**src/rtl/ddr_rd_mst.sv**
```systemverilog
// ddr_rd_mst: AXI4 read master for the DDR bandwidth test.
// A command (start strobe, byte address, burst count) is expanded into
// that many fixed-length INCR bursts on the AXI read channel. At most
// MAX_OUT bursts are in flight at once. Returned data is discarded; the
// block counts beats and keeps a sticky error flag for non-OKAY responses.
//
// Ports
//   clk, rst            : clock, synchronous active-high reset
//   RSTART_REG          : one-cycle command strobe (ignored when busy)
//   RADDR_REG           : start byte address, low 6 bits forced to zero
//   RNBURST_REG         : burst count, bits [15:0] used
//   RIDLE_REG           : high when no command is in progress
//   m_axi_ar*           : AXI4 read address channel (master side)
//   m_axi_r*            : AXI4 read data channel (master side)
//   rbeat_cnt           : beats received since the last accepted command
//   rerr                : sticky, any RRESP != OKAY since the last command
module ddr_rd_mst #(
  parameter int ID_W      = 6,
  parameter int ADDR_W    = 32,
  parameter int DATA_W    = 64,
  parameter int BURST_LEN = 8,
  parameter int MAX_OUT   = 4
) (
  input  logic              clk,
  input  logic              rst,
  input  logic              RSTART_REG,
  input  logic [31:0]       RADDR_REG,
  input  logic [31:0]       RNBURST_REG,
  output logic              RIDLE_REG,
  output logic [ID_W-1:0]   m_axi_arid,
  output logic [ADDR_W-1:0] m_axi_araddr,
  output logic [7:0]        m_axi_arlen,
  output logic [2:0]        m_axi_arsize,
  output logic [1:0]        m_axi_arburst,
  output logic              m_axi_arvalid,
  input  logic              m_axi_arready,
  input  logic [ID_W-1:0]   m_axi_rid,
  input  logic [DATA_W-1:0] m_axi_rdata,
  input  logic [1:0]        m_axi_rresp,
  input  logic              m_axi_rlast,
  input  logic              m_axi_rvalid,
  output logic              m_axi_rready,
  output logic [31:0]       rbeat_cnt,
  output logic              rerr
);

  localparam int                OW          = $clog2(MAX_OUT) + 1;
  localparam logic [OW-1:0]     MAX_OUT_C   = OW'(MAX_OUT);
  localparam logic [ADDR_W-1:0] BURST_BYTES = ADDR_W'(BURST_LEN * 8);

  typedef enum logic [1:0] {IDLE, RUN, DRAIN} state_t;

  state_t      state, state_nxt;
  logic [15:0] ar_left, r_left;
  logic [OW-1:0] outstanding;
  logic        cmd_go, ar_hs, r_beat, r_last_beat, last_burst_done;

  // Data and ID of returned beats and unused command bits are not needed.
  logic unused;
  assign unused = ^{m_axi_rid, m_axi_rdata, RADDR_REG[5:0], RNBURST_REG[31:16]};

  assign m_axi_arid    = '0;
  assign m_axi_arlen   = 8'(BURST_LEN - 1);
  assign m_axi_arsize  = 3'b011;
  assign m_axi_arburst = 2'b01;

  always_comb begin
    state_nxt       = state;
    RIDLE_REG       = (state == IDLE);
    m_axi_rready    = (state != IDLE);
    // arvalid cannot drop while stalled: ar_left and outstanding only
    // move towards "not valid" on a handshake.
    m_axi_arvalid   = (state == RUN) && (ar_left != '0) && (outstanding < MAX_OUT_C);
    cmd_go          = (state == IDLE) && RSTART_REG && (RNBURST_REG[15:0] != '0);
    ar_hs           = m_axi_arvalid && m_axi_arready;
    r_beat          = m_axi_rvalid && m_axi_rready;
    r_last_beat     = r_beat && m_axi_rlast;
    last_burst_done = r_last_beat && (r_left == 16'd1);
    case (state)
      IDLE:    if (cmd_go) state_nxt = RUN;
      RUN: begin
        if (last_burst_done)                 state_nxt = IDLE;
        else if (ar_hs && ar_left == 16'd1)  state_nxt = DRAIN;
      end
      DRAIN:   if (last_burst_done) state_nxt = IDLE;
      default: state_nxt = IDLE;
    endcase
  end

  always_ff @(posedge clk) begin
    if (rst) begin
      state        <= IDLE;
      m_axi_araddr <= '0;
      ar_left      <= '0;
      r_left       <= '0;
      outstanding  <= '0;
      rbeat_cnt    <= '0;
      rerr         <= 1'b0;
    end else begin
      state <= state_nxt;
      if (cmd_go) begin
        m_axi_araddr <= ADDR_W'({RADDR_REG[31:6], 6'b0});
        ar_left      <= RNBURST_REG[15:0];
        r_left       <= RNBURST_REG[15:0];
        outstanding  <= '0;
        rbeat_cnt    <= '0;
        rerr         <= 1'b0;
      end else begin
        if (ar_hs) begin
          m_axi_araddr <= m_axi_araddr + BURST_BYTES;
          ar_left      <= ar_left - 16'd1;
        end
        if (r_beat) begin
          rbeat_cnt <= rbeat_cnt + 32'd1;
          rerr      <= rerr | (m_axi_rresp != 2'b00);
        end
        if (r_last_beat && r_left != '0) r_left <= r_left - 16'd1;
        case ({ar_hs, r_last_beat})
          2'b10:   outstanding <= outstanding + OW'(1);
          2'b01:   if (outstanding != '0) outstanding <= outstanding - OW'(1);
          default: outstanding <= outstanding;
        endcase
      end
    end
  end

endmodule

```
**config.mk**
```make
export PLATFORM = sky130hd
export DESIGN_NAME = ddr_rd_mst
export DESIGN_NICKNAME = d
export VERILOG_FILES = /design/src/rtl/ddr_rd_mst.sv
export SDC_FILE = /design/constraint.sdc
export NUM_CORES = 1
export LEC_CHECK = 0
export CAP_MARGIN = 30
export CORE_UTILIZATION = 45
export CTS_CLUSTER_SIZE = 10
export DETAILED_ROUTE_END_ITERATION = 8
export GPL_TIMING_DRIVEN = 1
export HOLD_SLACK_MARGIN = 0.1
export PLACE_DENSITY = 0.84
export SYNTH_ARGS = -nofsm -noshare
export SYNTH_HDL_FRONTEND = slang
export SYNTH_SLANG_ARGS = --single-unit
```
**constraint.sdc**
```tcl
create_clock -name clk -period 4.1 [get_ports clk]
set_clock_uncertainty 0.15 [all_clocks]
set_input_delay 0.615 -clock clk [delete_from_list [all_inputs] [get_ports clk]]
set_output_delay 0.615 -clock clk [all_outputs]
set_load 0.01 [all_outputs]
```
==> results of run 1 <==
## where the power goes
group          total, W  switching (W)  internal, W
combinational  0.000466       0.000256     0.000210
clock          0.000867       0.000362     0.000505
sequential      0.00106      0.0000751     0.000990
total           0.00240       0.000694      0.00170
## stage by stage
step                      cells   util
after floorplan             672      -
after global placement      877  0.561
after detailed placement    877  0.561
after CTS                   892  0.588
after global routing        892  0.588
final                       892  0.588
## cell usage in the layout, fill, tap and decap left out, types with 17 or more instances in the layout
master	n
xnor2_1	17
inv_1	18
clkdlybuf4s50_1	110
conb_1	25
nand4_1	24
or3_1	20
dfxtp_1	96
a31oi_1	24
xor2_1	28
nor3_1	18
nor2_1	65
nand3_1	31
nand2_1	52
a21oi_1	21
## cell type report
cell class | instances | area, sq um | area share
inverter | 18 | 67.6 | 0.00998
sequential | 96 | 1920 | 0.284
clock buffer | 11 | 253 | 0.0373
timing repair buffer | 117 | 1160 | 0.172
clock inverter | 4 | 52.6 | 0.00776
multi-input combinational | 503 | 3130 | 0.463
tap | 143 | 179 | 0.0264
## critical path: cells and delay by family, from the launching register on
kind	cells	cell delay (ns)
adder cells (fa/ha/maj)	1	0.20
buffers and inverters	3	0.80
flip-flops	1	0.33
AND/OR/NAND/NOR	3	0.94
## worst paths after layout
path              start  slack [ns]  cells past startpoint             end
max reg2reg  ar_left[0]        1.02                     11  outstanding[2]
max          ar_left[0]        0.70                      7   m_axi_arvalid
min reg2reg  r_left[15]        0.33                      2      r_left[15]
min          r_left[15]        0.33                      2      r_left[15]
## registers in the layout, indices dropped and copies added, names as in the netlist
| register | flops |
|---|---|
| rbeat_cnt | 32 |
| outstanding | 3 |
| ar_left | 16 |
| m_axi_araddr | 26 |
| rerr | 1 |
| r_left | 16 |
| state | 2 |
## cells by family after synthesis
| family | synth area share |
|---|---|
| AND/OR/NAND/NOR | 0.293 |
| AO/OA/AOI/OAI | 0.177 |
| flip-flops | 0.359 |
| buffers and inverters | 0.0718 |
| XOR/XNOR | 0.0737 |
| adder cells (fa/ha/maj) | 0.0201 |
| other | 0.00140 |
| multiplexers | 0.00374 |
## metal layers
metal | part of all wire | up-vias | wire length (um)
li1 | - | 2549 | -
met1 | 0.41 | 2510 | 6120
met2 | 0.49 | 221 | 7270
met3 | 0.074 | 37 | 1100
met4 | 0.027 | 0 | 409
met5 | 0 | - | 0
==> results.json, run 1 <==
{
  "ant_nets": 0,
  "seq_area_frac_synth": 0.359,
  "violations": "design-rule violations",
  "path_cells": "inv_1, ha_1, nor3b_1, and4_1, buf_4, nor3_1, clkdlybuf4s50_1",
  "period_minus_slack_ns": 3.40,
  "avgSynthCellArea_sq_um": 8.24,
  "wl_per_cell_um": 16.7,
  "end_kind": "output port",
  "slowest_stage": "nor3b_1",
  "ys_top_cells_by_area": "dfxtp_1 36%, xor2_1 4.6%, nor2_1 4.6%",
  "placed_cell_area_sq_um": 6460,
  "postLayoutCellArea_sq_um": 6770,
  "num_rows": 39,
  "rsz0062_at_grt": "false",
  "clkLatencyLatePin_ns": 0.35,
  "dp_hpwl_um": 10600,
  "cts.sinks": 96,
  "post_cts_buffers": 0,
  "port_buffers": 111,
  "holdWs_ns": 0.327,
  "cts_buffers": 9,
  "setup_tns_ns": 0,
  "synth-async-reset-ratio": 0,
  "drt_pass1_iterations": 7,
  "synthDistinctLibCells": 64,
  "antenna_found_initial": 0,
  "n_fill_cell": 1032,
  "vdd_drop_max_uv": 271,
  "max_stage_delay_ns": 0.58,
  "start_kind": "flop",
  "core_region_area_sq_um": 11500,
  "drv_cap": 0,
  "p_leak_nw": 2.31,
  "yosysWarnings": 0,
  "gr-total-overflow": 0,
  "grt_max_degree": 47,
  "grt_busiest_layer": "met2",
  "min_path_type": "flop to flop",
  "place.gp.congestion": 0.853,
  "remaining_drc_errors": 16,
  "start_util": 0.464,
  "yosysTopAreaCellShare": 0.359,
  "drt-total-wl_um": 14900,
  "cts_buffer_depth": 2,
  "die_h_um": 111,
  "n_antenna_cell": 0,
  "met3_usage": 0.0601,
  "netlist_instances": 649,
  "vias": 5317,
  "grt_pass1_vias": 4962,
  "status": "finished with violations",
  "total_power_w": 0.00240,
  "slew_headroom": 0.403,
  "drive_gt1_frac": 0.0614,
  "final-hold-violation-count": 0,
  "worst_slack_ns": 0.704,
  "critical_path_class": "flop to output port",
  "ios": 229,
  "synth.most_common_cell": "dfxtp_1",
  "setup_viol": 0,
  "h-tree-depth": 3,
  "yosysTopAreaCell": "dfxtp_1",
  "pre_cts_slack_ns": 0.798,
  "grtUsageMet2": 0.412,
  "dieArea_sq_um": 12300,
  "post_cts_resized": 0,
  "synth_common_cells": "96 x dfxtp_1, 65 x nor2_1, 52 x nand2_1, 31 x nand3_1, 28 x xor2_1",
  "synth_edf_count": 0,
  "clkTransAtPathRegs_ns": 0.06,
  "syn_to_final_growth_pct": 26.5,
  "slew_violations": 0,
  "met1_usage": 0.288,
  "period_share": 0.828,
  "worst_pin_slew_ns": 0.888,
  "viasPerCell": 5.96,
  "synth_ff_type": "dfxtp_1",
  "cp.required_ns": 3.34,
  "ys_ff_latch": 96,
  "fmax_mhz": 294,
  "nets": 895,
  "track_usage": 0.242,
  "cp_data_arrival_time_ns": 2.63,
  "cts_tree": "built",
  "synth_area_sq_um": 5350,
  "drtIter0Drc": 412,
  "cp_max_fo": 15,
  "cts_hold_buf": 0,
  "die_w_um": 111,
  "p_per_area_nw_per_um2": 354,
  "ctsRootBufferMaster": "clkbuf_16",
  "grt_pass1_wl_um": 24400
}
Power figures use the tool's default switching activity.
==> inputs of run 2 (changes only) <==
- CORE_UTILIZATION: 45 -> 43
- PLACE_DENSITY: 0.84 -> 0.81
- clock period: 4.1 -> 3.2 ns (I/O delays scaled with it)
==> results.json, run 2 (same netlist as run 1, synthesis figures left out) <==
{
  "status": "finished clean",
  "largest_reg_flops": 32,
  "end_kind": "output port",
  "gr-total-overflow": 0,
  "cts_tree": "built",
  "regMostFlops": "rbeat_cnt",
  "die_w_um": 114,
  "max_stage_delay_ns": 0.60,
  "reg_top3": "rbeat_cnt (32), m_axi_araddr (26)",
  "ios": 229,
  "core_region_area_sq_um": 12100,
  "min_path_type": "flop to flop",
  "syn_to_final_growth_pct": 28.3,
  "grt_max_degree": 44,
  "drtIter0Drc": 421,
  "drt-total-wl_um": 14900,
  "slew_headroom": 0.485,
  "final-hold-violation-count": 0,
  "setup_viol": 0,
  "final_common_cell": "clkdlybuf4s50_1",
  "wl_per_cell_um": 16.1,
  "worst_pin_slew_ns": 0.766,
  "p_per_area_nw_per_um2": 450,
  "slew_violations": 0,
  "worst_slack_ns": 0.234,
  "place.gp.congestion": 0.864,
  "p_leak_nw": 2.34,
  "antenna_found_initial": 0,
  "port_buffers": 111,
  "clkTransAtPathRegs_ns": 0.07,
  "critical_path_class": "flop to output port",
  "cp_data_arrival_time_ns": 2.34,
  "worst-r2r-cell-count": 10,
  "h-tree-depth": 3,
  "viasPerCell": 5.72,
  "n_antenna_cell": 0,
  "ctsRootBufferMaster": "clkbuf_16",
  "ant_nets": 0,
  "path_cells": "inv_1, ha_1, nor3b_2, and4_1, nor3_1, clkdlybuf4s50_1",
  "hold_depth": 2,
  "cts_buffers": 9,
  "pre_cts_slack_ns": 0.259,
  "cts.sinks": 96,
  "clkLatencyLatePin_ns": 0.35,
  "vdd_drop_max_uv": 334,
  "final_cell_mix": "110 x clkdlybuf4s50_1, 96 x dfxtp_1, 65 x nor2_1",
  "dieArea_sq_um": 12900,
  "start_util": 0.443,
  "vias": 5290,
  "grt_pass1_vias": 5000,
  "drv_cap": 0,
  "grt_pass1_wl_um": 24100,
  "drive_gt1_frac": 0.0713,
  "cp.required_ns": 2.57,
  "period_minus_slack_ns": 2.97,
  "setup_tns_ns": 0,
  "rsz0062_at_grt": "false",
  "fmax_mhz": 337,
  "cts_hold_buf": 0,
  "period_share": 0.927,
  "die_h_um": 114,
  "cts_buffer_depth": 2,
  "n_fill_cell": 1088,
  "holdWs_ns": 0.322,
  "nets": 902,
  "slowest_stage": "clkdlybuf4s50_1",
  "cp_max_fo": 6,
  "remaining_drc_errors": 0,
  "num_rows": 40,
  "track_usage": 0.235,
  "dp_hpwl_um": 10800,
  "start_kind": "flop",
  "drt_pass1_iterations": 5
}
run 2: cell types whose count changed in the layout (fill, tap and decap cells not counted):
cell        before  now
buf_4            5   12
clkinvlp_4       0    3
clkbuf_1         0    1
clkinv_2         1    0
clkinv_4         1    0
inv_6            1    0
nor3b_1          2    1
nor3b_2          0    1
run 2: final cells by class:
class / count / area (sq um) / share of cell area
tap: 168 / 210 / 0.0306
timing repair buffer: 124 / 1220 / 0.177
multi-input combinational: 503 / 3140 / 0.457
clock inverter: 4 / 52.6 / 0.00766
clock buffer: 12 / 256 / 0.0374
inverter: 18 / 67.6 / 0.00985
sequential: 96 / 1920 / 0.280
run 2: path summary, 6_finish.rpt:
kind / start / endpoint / slack [ns]
max reg2reg: ar_left[0] / outstanding[2] / 0.51
min reg2reg: rerr / rerr / 0.32
max: ar_left[0] / m_axi_arvalid / 0.23
min: rerr / rerr / 0.32
run 2: stage by stage:
| stage | instances | instance area, sq um | power [W] | utilization |
|---|---|---|---|---|
| 4_1_cts | 925 | 6860 | 0.00310 | 0.568 |
| 2_1_floorplan | 672 | 5440 | 0.00175 | - |
| 5_1_grt | 925 | 6860 | 0.00323 | 0.569 |
| 6_report | 925 | 6860 | 0.00309 | 0.569 |
| 3_5_place_dp | 909 | 6550 | 0.00198 | 0.543 |
| 3_3_place_gp | 909 | 6550 | 0.00196 | 0.543 |
run 2: power by group:
group | internal, W | total [W] | switching, W
registers | 0.00127 | 0.00136 | 0.0000966
clock network | 0.000649 | 0.00112 | 0.000474
logic | 0.000275 | 0.000601 | 0.000326
run 2: timing repair:
| action | CTS | global route |
|---|---|---|
| gates resized for setup | 0 | 1 |
| setup endpoints to repair | 0 | 2 |
| buffers inserted | 0 | 0 |
| hold endpoints to repair | 0 | 0 |
run 2: layer usage:
layer,share of wire,track usage,up-vias
met5,0,0,-
met4,0.015,0.0746,0
met3,0.061,0.0712,18
met2,0.50,0.409,163
met1,0.42,0.276,2547
li1,-,-,2562
run 2: critical path: cells and delay by family, from the launching register on:
kind          cells  cell delay, ns
flops             1            0.37
simple gates      3            0.69
fa+ha+maj         1            0.23
buf+inv           2            0.68
